## config.mk

```make
export PLATFORM = sky130hd
export DESIGN_NAME = dla_particle_walker
export DESIGN_NICKNAME = d
export VERILOG_FILES = /design/src/rtl/dla_particle_walker.sv
export SDC_FILE = /design/constraint.sdc
export NUM_CORES = 1
export LEC_CHECK = 0
export ABC_AREA = 1
export CORE_UTILIZATION = 40
export CTS_CLUSTER_SIZE = 25
export DETAILED_ROUTE_END_ITERATION = 10
export GPL_TIMING_DRIVEN = 0
export HOLD_SLACK_MARGIN = 0.15
export PLACE_DENSITY = 0.61
export SYNTH_ARGS = -nofsm -noshare
export SYNTH_HDL_FRONTEND = slang
export SYNTH_SLANG_ARGS = --single-unit
export TNS_END_PERCENT = 1
```

## constraint.sdc

```tcl
create_clock -name clk -period 4.1 [get_ports clk]
set_input_delay 1.025 -clock clk [delete_from_list [all_inputs] [get_ports clk]]
set_output_delay 1.025 -clock clk [all_outputs]
set_load 0.005 [all_outputs]
```

## src/rtl/dla_particle_walker.sv

```systemverilog
// Random-walk particle for diffusion-limited aggregation: walks from a start point, asks an
// external checker about every position, and paints the pixel where the particle sticks.
module dla_particle_walker #(
    parameter int                HSIZE     = 640,
    parameter int                VSIZE     = 480,
    parameter int                AVN_AW    = 19,
    parameter int                AVN_DW    = 16,
    parameter int                MAX_STEPS = 4096,
    parameter logic [15:0]       LFSR_SEED = 16'hACE1,
    parameter logic [AVN_DW-1:0] COLOR     = {AVN_DW{1'b1}}
) (
    input  logic                             clk,
    input  logic                             rst,
    input  logic                             walk_start,
    input  logic [$clog2(HSIZE)-1:0]         walk_init_x,
    input  logic [$clog2(VSIZE)-1:0]         walk_init_y,
    output logic                             walk_busy,
    output logic                             walk_done,
    output logic [1:0]                       walk_status,
    output logic [$clog2(MAX_STEPS+1)-1:0]   walk_steps,
    output logic [$clog2(HSIZE)-1:0]         check_x,
    output logic [$clog2(VSIZE)-1:0]         check_y,
    output logic                             check_start,
    input  logic                             check_done,
    input  logic                             hit_boundary,
    input  logic                             hit_neighbor,
    output logic [AVN_AW-1:0]                vram_avn_address,
    output logic                             vram_avn_write,
    output logic [AVN_DW-1:0]                vram_avn_writedata,
    input  logic                             vram_avn_waitrequest
);

    // state | meaning
    // IDLE  | waiting for walk_start
    // CHECK | one-cycle check_start for the current position
    // WAIT  | waiting for check_done, then resolve the outcome
    // MOVE  | take one random step and advance the LFSR
    // WRITE | paint the stuck pixel, held until the slave accepts
    // DONE  | one-cycle walk_done with status/steps

    localparam int XW = $clog2(HSIZE);
    localparam int YW = $clog2(VSIZE);
    localparam int SW = $clog2(MAX_STEPS + 1);

    localparam logic [15:0]   SEED     = (LFSR_SEED == 16'h0000) ? 16'h0001 : LFSR_SEED;
    localparam logic [XW-1:0] X_MAX    = XW'(HSIZE - 1);
    localparam logic [YW-1:0] Y_MAX    = YW'(VSIZE - 1);
    localparam logic [SW-1:0] STEP_LIM = SW'(MAX_STEPS);

    localparam logic [1:0] ST_STUCK   = 2'd0;
    localparam logic [1:0] ST_TIMEOUT = 2'd1;
    localparam logic [1:0] ST_ESCAPED = 2'd2;
    localparam logic [1:0] ST_INVALID = 2'd3;

    typedef enum logic [5:0] {
        S_IDLE  = 6'b000001,
        S_CHECK = 6'b000010,
        S_WAIT  = 6'b000100,
        S_MOVE  = 6'b001000,
        S_WRITE = 6'b010000,
        S_DONE  = 6'b100000
    } state_e;

    state_e          state_q, state_d;
    logic [XW-1:0]   x_q, x_d, x_mv;
    logic [YW-1:0]   y_q, y_d, y_mv;
    logic [SW-1:0]   steps_q, steps_d;
    logic [SW-1:0]   steps_out_q, steps_out_d;
    logic [1:0]      status_q, status_d;
    logic [15:0]     lfsr_q, lfsr_d;
    logic            lfsr_fb;
    logic            start_bad;
    logic [2:0]      dir;

    assign start_bad = (int'(walk_init_x) >= HSIZE) || (int'(walk_init_y) >= VSIZE);
    assign lfsr_fb   = lfsr_q[15] ^ lfsr_q[13] ^ lfsr_q[12] ^ lfsr_q[10];
    assign dir       = lfsr_q[2:0];

    always_ff @(posedge clk) begin
        if (rst) begin
            state_q <= S_IDLE;
        end else begin
            state_q <= state_d;
        end
    end

    always_comb begin
        state_d = state_q;
        case (state_q)
            S_IDLE: begin
                if (walk_start) begin
                    state_d = start_bad ? S_DONE : S_CHECK;
                end
            end
            S_CHECK: state_d = S_WAIT;
            S_WAIT: begin
                if (check_done) begin
                    if (hit_neighbor)                state_d = S_WRITE;
                    else if (hit_boundary)           state_d = S_DONE;
                    else if (steps_q == STEP_LIM)    state_d = S_DONE;
                    else                             state_d = S_MOVE;
                end
            end
            S_MOVE:  state_d = S_CHECK;
            S_WRITE: begin
                if (!vram_avn_waitrequest) begin
                    state_d = S_DONE;
                end
            end
            S_DONE:  state_d = S_IDLE;
            default: state_d = S_IDLE;
        endcase
    end

    always_comb begin
        walk_busy      = 1'b1;
        walk_done      = 1'b0;
        check_start    = 1'b0;
        vram_avn_write = 1'b0;
        case (state_q)
            S_IDLE:  walk_busy      = 1'b0;
            S_CHECK: check_start    = 1'b1;
            S_WRITE: vram_avn_write = 1'b1;
            S_DONE:  walk_done      = 1'b1;
            default: ;
        endcase
    end

    // Saturating step: a move into a frame edge leaves that coordinate where it is.
    always_comb begin
        x_mv = x_q;
        y_mv = y_q;
        case (dir)
            3'd1, 3'd2, 3'd3: if (x_q != X_MAX) x_mv = x_q + XW'(1);
            3'd5, 3'd6, 3'd7: if (x_q != '0)    x_mv = x_q - XW'(1);
            default: ;
        endcase
        case (dir)
            3'd7, 3'd0, 3'd1: if (y_q != '0)    y_mv = y_q - YW'(1);
            3'd3, 3'd4, 3'd5: if (y_q != Y_MAX) y_mv = y_q + YW'(1);
            default: ;
        endcase
    end

    always_comb begin
        x_d         = x_q;
        y_d         = y_q;
        steps_d     = steps_q;
        lfsr_d      = lfsr_q;
        status_d    = status_q;
        steps_out_d = steps_out_q;
        case (state_q)
            S_IDLE: begin
                if (walk_start) begin
                    steps_d = '0;
                    if (start_bad) begin
                        status_d    = ST_INVALID;
                        steps_out_d = '0;
                    end else begin
                        x_d = walk_init_x;
                        y_d = walk_init_y;
                    end
                end
            end
            S_WAIT: begin
                if (check_done && !hit_neighbor) begin
                    if (hit_boundary) begin
                        status_d    = ST_ESCAPED;
                        steps_out_d = steps_q;
                    end else if (steps_q == STEP_LIM) begin
                        status_d    = ST_TIMEOUT;
                        steps_out_d = steps_q;
                    end
                end
            end
            S_MOVE: begin
                x_d     = x_mv;
                y_d     = y_mv;
                steps_d = steps_q + SW'(1);
                lfsr_d  = {lfsr_q[14:0], lfsr_fb};
            end
            S_WRITE: begin
                if (!vram_avn_waitrequest) begin
                    status_d    = ST_STUCK;
                    steps_out_d = steps_q;
                end
            end
            default: ;
        endcase
    end

    always_ff @(posedge clk) begin
        if (rst) begin
            x_q         <= '0;
            y_q         <= '0;
            steps_q     <= '0;
            steps_out_q <= '0;
            status_q    <= '0;
            lfsr_q      <= SEED;
        end else begin
            x_q         <= x_d;
            y_q         <= y_d;
            steps_q     <= steps_d;
            steps_out_q <= steps_out_d;
            status_q    <= status_d;
            lfsr_q      <= lfsr_d;
        end
    end

    assign walk_status        = status_q;
    assign walk_steps         = steps_out_q;
    assign check_x            = x_q;
    assign check_y            = y_q;
    assign vram_avn_address   = AVN_AW'(y_q) * AVN_AW'(HSIZE) + AVN_AW'(x_q);
    assign vram_avn_writedata = COLOR;

endmodule

```

==> impl_metrics.yaml <==
timing:
  finalSetupViolCount: 0
  fin_tns_setup_ns: 0
  worst_pin_slew_ns: 0.6815
  finalCriticalPeriod_ns: 3.976
  slew_violations: 0
  rsz0062_at_grt: "yes"
  finClkSkew_ns: 0.01049
  hold_slack_ns: 0.4573
  slew_headroom_pct: 54.57
  post-route-period-util_pct: 96.98
  max_freq_ghz: 0.2515
  finalHoldViolations: 0
setup_path:
  critPathCapture: "vram_avn_address[18]"
  crit_path_max_fanout: 7
  critPathKind: "reg2out"
  worstPathRequired_ns: 3.07
  ff2ff_path_depth: 14
  worstReg2RegStart: "lfsr_q[2]$_SDFFE_PP0P_"
  r2r-end: "check_y[6]$_SDFFE_PP0P_"
  critPathLaunchType: "flip-flop"
  r2r_slack_ns: 1.64
  crit_start: "check_y[5]$_SDFFE_PP0P_"
  critPathArrivalTime_ns: 2.95
  crit_path_end_kind: "output pin"
yosys:
  netlist_area_um2: 5084
  ys_top_cells_by_area: "dfxtp_1, nand2_1, ha_1"
  yosys_register_bits: 69
  synth_area_per_cell_um2: 6.707
  ys_types: 37
  yosysSeqAreaShare_pct: 27.17
  yosys_warnings: 0
  synth_top_area_share_pct: 27.17
  synth_top_cell_by_area: "dfxtp_1"
  synthFlopType: "dfxtp_1"
  synth_cells: 758
  async_flop_share_pct: 0
  synth_edf_count: 0
cts:
  cts_tree: "built"
  cts.hold.buffers_added: 0
  clkLatencyLatePin_ns: 0.33
  clock-root-buffer: "clkbuf_16"
  cts_max_level: 3
  clock_path_buffers: 2
  clk_pin_slew_worst_paths_ns: 0.06
  cts_buffers: 9
  cts.sinks: 69
place:
  place.gp.congestion: 0.8768
  placed_cells: 1022
  dpl-instance-area_um2: 6161
  place_hpwl_mm: 10.76
  port_buffers: 81
cells_and_area:
  finalNetCount: 932
  layout.cells.non_filler: 1041
  area_delta_synth_final_pct: 28.92
  postLayoutCellArea_um2: 6554
  drive_gt1_share_pct: 11.80
  antenna_cells: 0
hold_path:
  hp-class: "reg2reg"
global_routing:
  use_met1_pct: 28.13
  busiest_layer: "met2"
  met3_usage_pct: 2.109
  gr-total-overflow: 0
  grt_first_pass_wirelength_mm: 22.34
  antenna_found_initial: 0
  grt_max_degree: 14
  grt_pass1_vias: 4693
  gr-usage-all-layers_pct: 21.39
  use_met2_pct: 36.97
floorplanning:
  rows: 40
  die_h_um: 114.7
  die_w_um: 114.7
  die-area_um2: 13160
  core_um2: 12210
  ios: 99
  initial_utilization_pct: 41.63
power:
  p_seq_share_pct: 25.6
  p_clk_share_pct: 20.8
  pwr-share-comb_pct: 53.6
  p_sw_share_pct: 41.17
  vdd_drop_max_mv: 0.2058
  p_int_mw: 2.261
  powerDensity_nw_per_um2: 586.3
  total_power_mw: 3.843
  leakagePower_nw: 2.948
  switchingPower_mw: 1.582
run_status:
  status: "complete, no violations"
routing:
  antenna_left: 0
  vias_per_cell: 4.975
  dr.pass1.iters: 5
  vias: 5179
  drt-total-wl_mm: 13.90
  dr.first_iter.drc_count: 294
  drc: 0
  wl_per_cell_um: 13.36
run:
  max-cap-violations: 0
## final cells by class
class                           count  area, um^2
Multi-Input combinational cell    588        3232
Clock buffer                       10       239.0
Clock inverter                      6       70.07
Sequential cell                    69        1400
Buffer                             45       295.3
Inverter                           71       269.0
Tap cell                          168       210.2
Fill cell                        1264        5658
Timing Repair Buffer               84       838.3
## layer usage
metal	wire (um)	up-vias	share of wire, %
li1	-	2669	-
met1	6592	2399	47
met2	6635	102	48
met3	474	9	3.4
met4	201	0	1.4
met5	0	-	0
## timing repair
action                     in CTS  in global routing
pin swaps                       1                  4
gates resized for setup         9                 12
setup endpoints to repair       4                  3
setup buffers                   1                  2
## through the flow
| stage | setup WS [ns] | utilization, % |
|---|---|---|
| final | 0.1236 | 53.67 |
| after global routing | -0.04445 | 53.67 |
| after CTS | 0.04349 | 53.18 |
| after detailed placement | 0.1409 | 50.45 |
| after global placement | 0.1415 | 50.45 |
| after floorplan | 0.8787 | - |
## logic make-up (layout without fill, tap and decap cells)
logic type | Yosys count | count (layout) | synth area share, %
AND/OR/NAND/NOR | 410 | 410 | 37.58
buffers and inverters | 116 | 216 | 11.10
AO/OA/AOI/OAI | 101 | 101 | 10.16
flip-flops | 69 | 69 | 27.17
adder cells (fa/ha/maj) | 38 | 38 | 9.943
XOR/XNOR | 23 | 23 | 3.963
other | 1 | 16 | 0.07377
## critical path, cell delays in order (launching register included)
cell and delay, ns:
dfxtp_2 0.44, ha_1 0.27, ha_1 0.39, a21oi_1 0.18, nand2_1 0.13, nand3_1 0.11, nand2_1 0.09, xor2_2 0.19
nand2_1 0.11, nor2_1 0.10, nand2_1 0.05, nand2_1 0.05, clkdlybuf4s50_1 0.49
## cells in the final DEF, fill, tap and decap left out, types with 3 or more instances in the layout
| cell type | n |
|---|---|
| nand2_1 | 197 |
| nor2_1 | 80 |
| clkdlybuf4s50_1 | 79 |
| inv_1 | 65 |
| nand3_1 | 63 |
| dfxtp_1 | 60 |
| a21oi_1 | 58 |
| ha_1 | 33 |
| o21ai_0 | 30 |
| buf_4 | 27 |
| nand4_1 | 26 |
| conb_1 | 16 |
| clkbuf_1 | 12 |
| xor2_1 | 12 |
| nor3_1 | 11 |
| clkbuf_16 | 9 |
| o21ai_1 | 8 |
| xnor2_1 | 7 |
| nor2_4 | 7 |
| dfxtp_2 | 6 |
| inv_2 | 5 |
| buf_2 | 5 |
| nand2_4 | 4 |
| buf_6 | 4 |
| nand2_2 | 3 |
| or2_2 | 3 |
| nor3_2 | 3 |
| nand4_2 | 3 |
| fa_1 | 3 |
| dfxtp_4 | 3 |
| clkinvlp_4 | 3 |
## synthesized netlist by cell type (2+ instances only)
library cell  count
nand4_2           3
nor3_2            3
nand2_4           4
nor2_8            2
nor3_1           11
dfxtp_1          69
nand2_1         197
ha_1             34
nand4_1          26
a21oi_1          58
nand3_1          63
xor2_1           14
o21ai_0          30
buf_2             5
nand2_2           3
inv_2             5
o21a_1            2
fa_1              4
nand3_2           2
buf_6             4
buf_4            24
nand3b_1          2
or2_2             3
clkbuf_1         12
o21ai_1           8
xnor2_1           9
inv_1            65
nor2_1           81
nor2_4            7
## power groups by stage
stage	combinational, mW	sequential [mW]	clock [mW]
6_report	2.06	0.983	0.800
3_3_place_gp	1.98	0.983	0
3_5_place_dp	2.02	0.985	0
4_1_cts	2.03	0.980	0.814
2_1_floorplan	1.30	0.919	0
5_1_grt	2.30	1.00	0.840
## how the worst min path moves through the flow
stage | from | to | slack [ns] | cells after the start
after floorplan | lfsr_q[5]$_SDFFE_PP1P_ | lfsr_q[6]$_SDFFE_PP1P_ | 0.43 | 2
after global placement | lfsr_q[9]$_SDFFE_PP0P_ | lfsr_q[10]$_SDFFE_PP1P_ | 0.44 | 2
after detailed placement | lfsr_q[14]$_SDFFE_PP0P_ | lfsr_q[15]$_SDFFE_PP1P_ | 0.45 | 2
after CTS | lfsr_q[14]$_SDFFE_PP0P_ | lfsr_q[15]$_SDFFE_PP1P_ | 0.46 | 2
after global routing | walk_status[0]$_SDFFE_PP0P_ | walk_status[0]$_SDFFE_PP0P_ | 0.48 | 2
final | lfsr_q[14]$_SDFFE_PP0P_ | lfsr_q[15]$_SDFFE_PP1P_ | 0.46 | 2
## state kept, by name, indices dropped and copies added, names as in the netlist
| signal | flops |
|---|---|
| walk_status | 2 |
| walk_steps | 13 |
| state_q | 6 |
| lfsr_q | 16 |
| steps_q | 13 |
| check_x | 10 |
| check_y | 9 |
(Power assumes the default switching activity.)
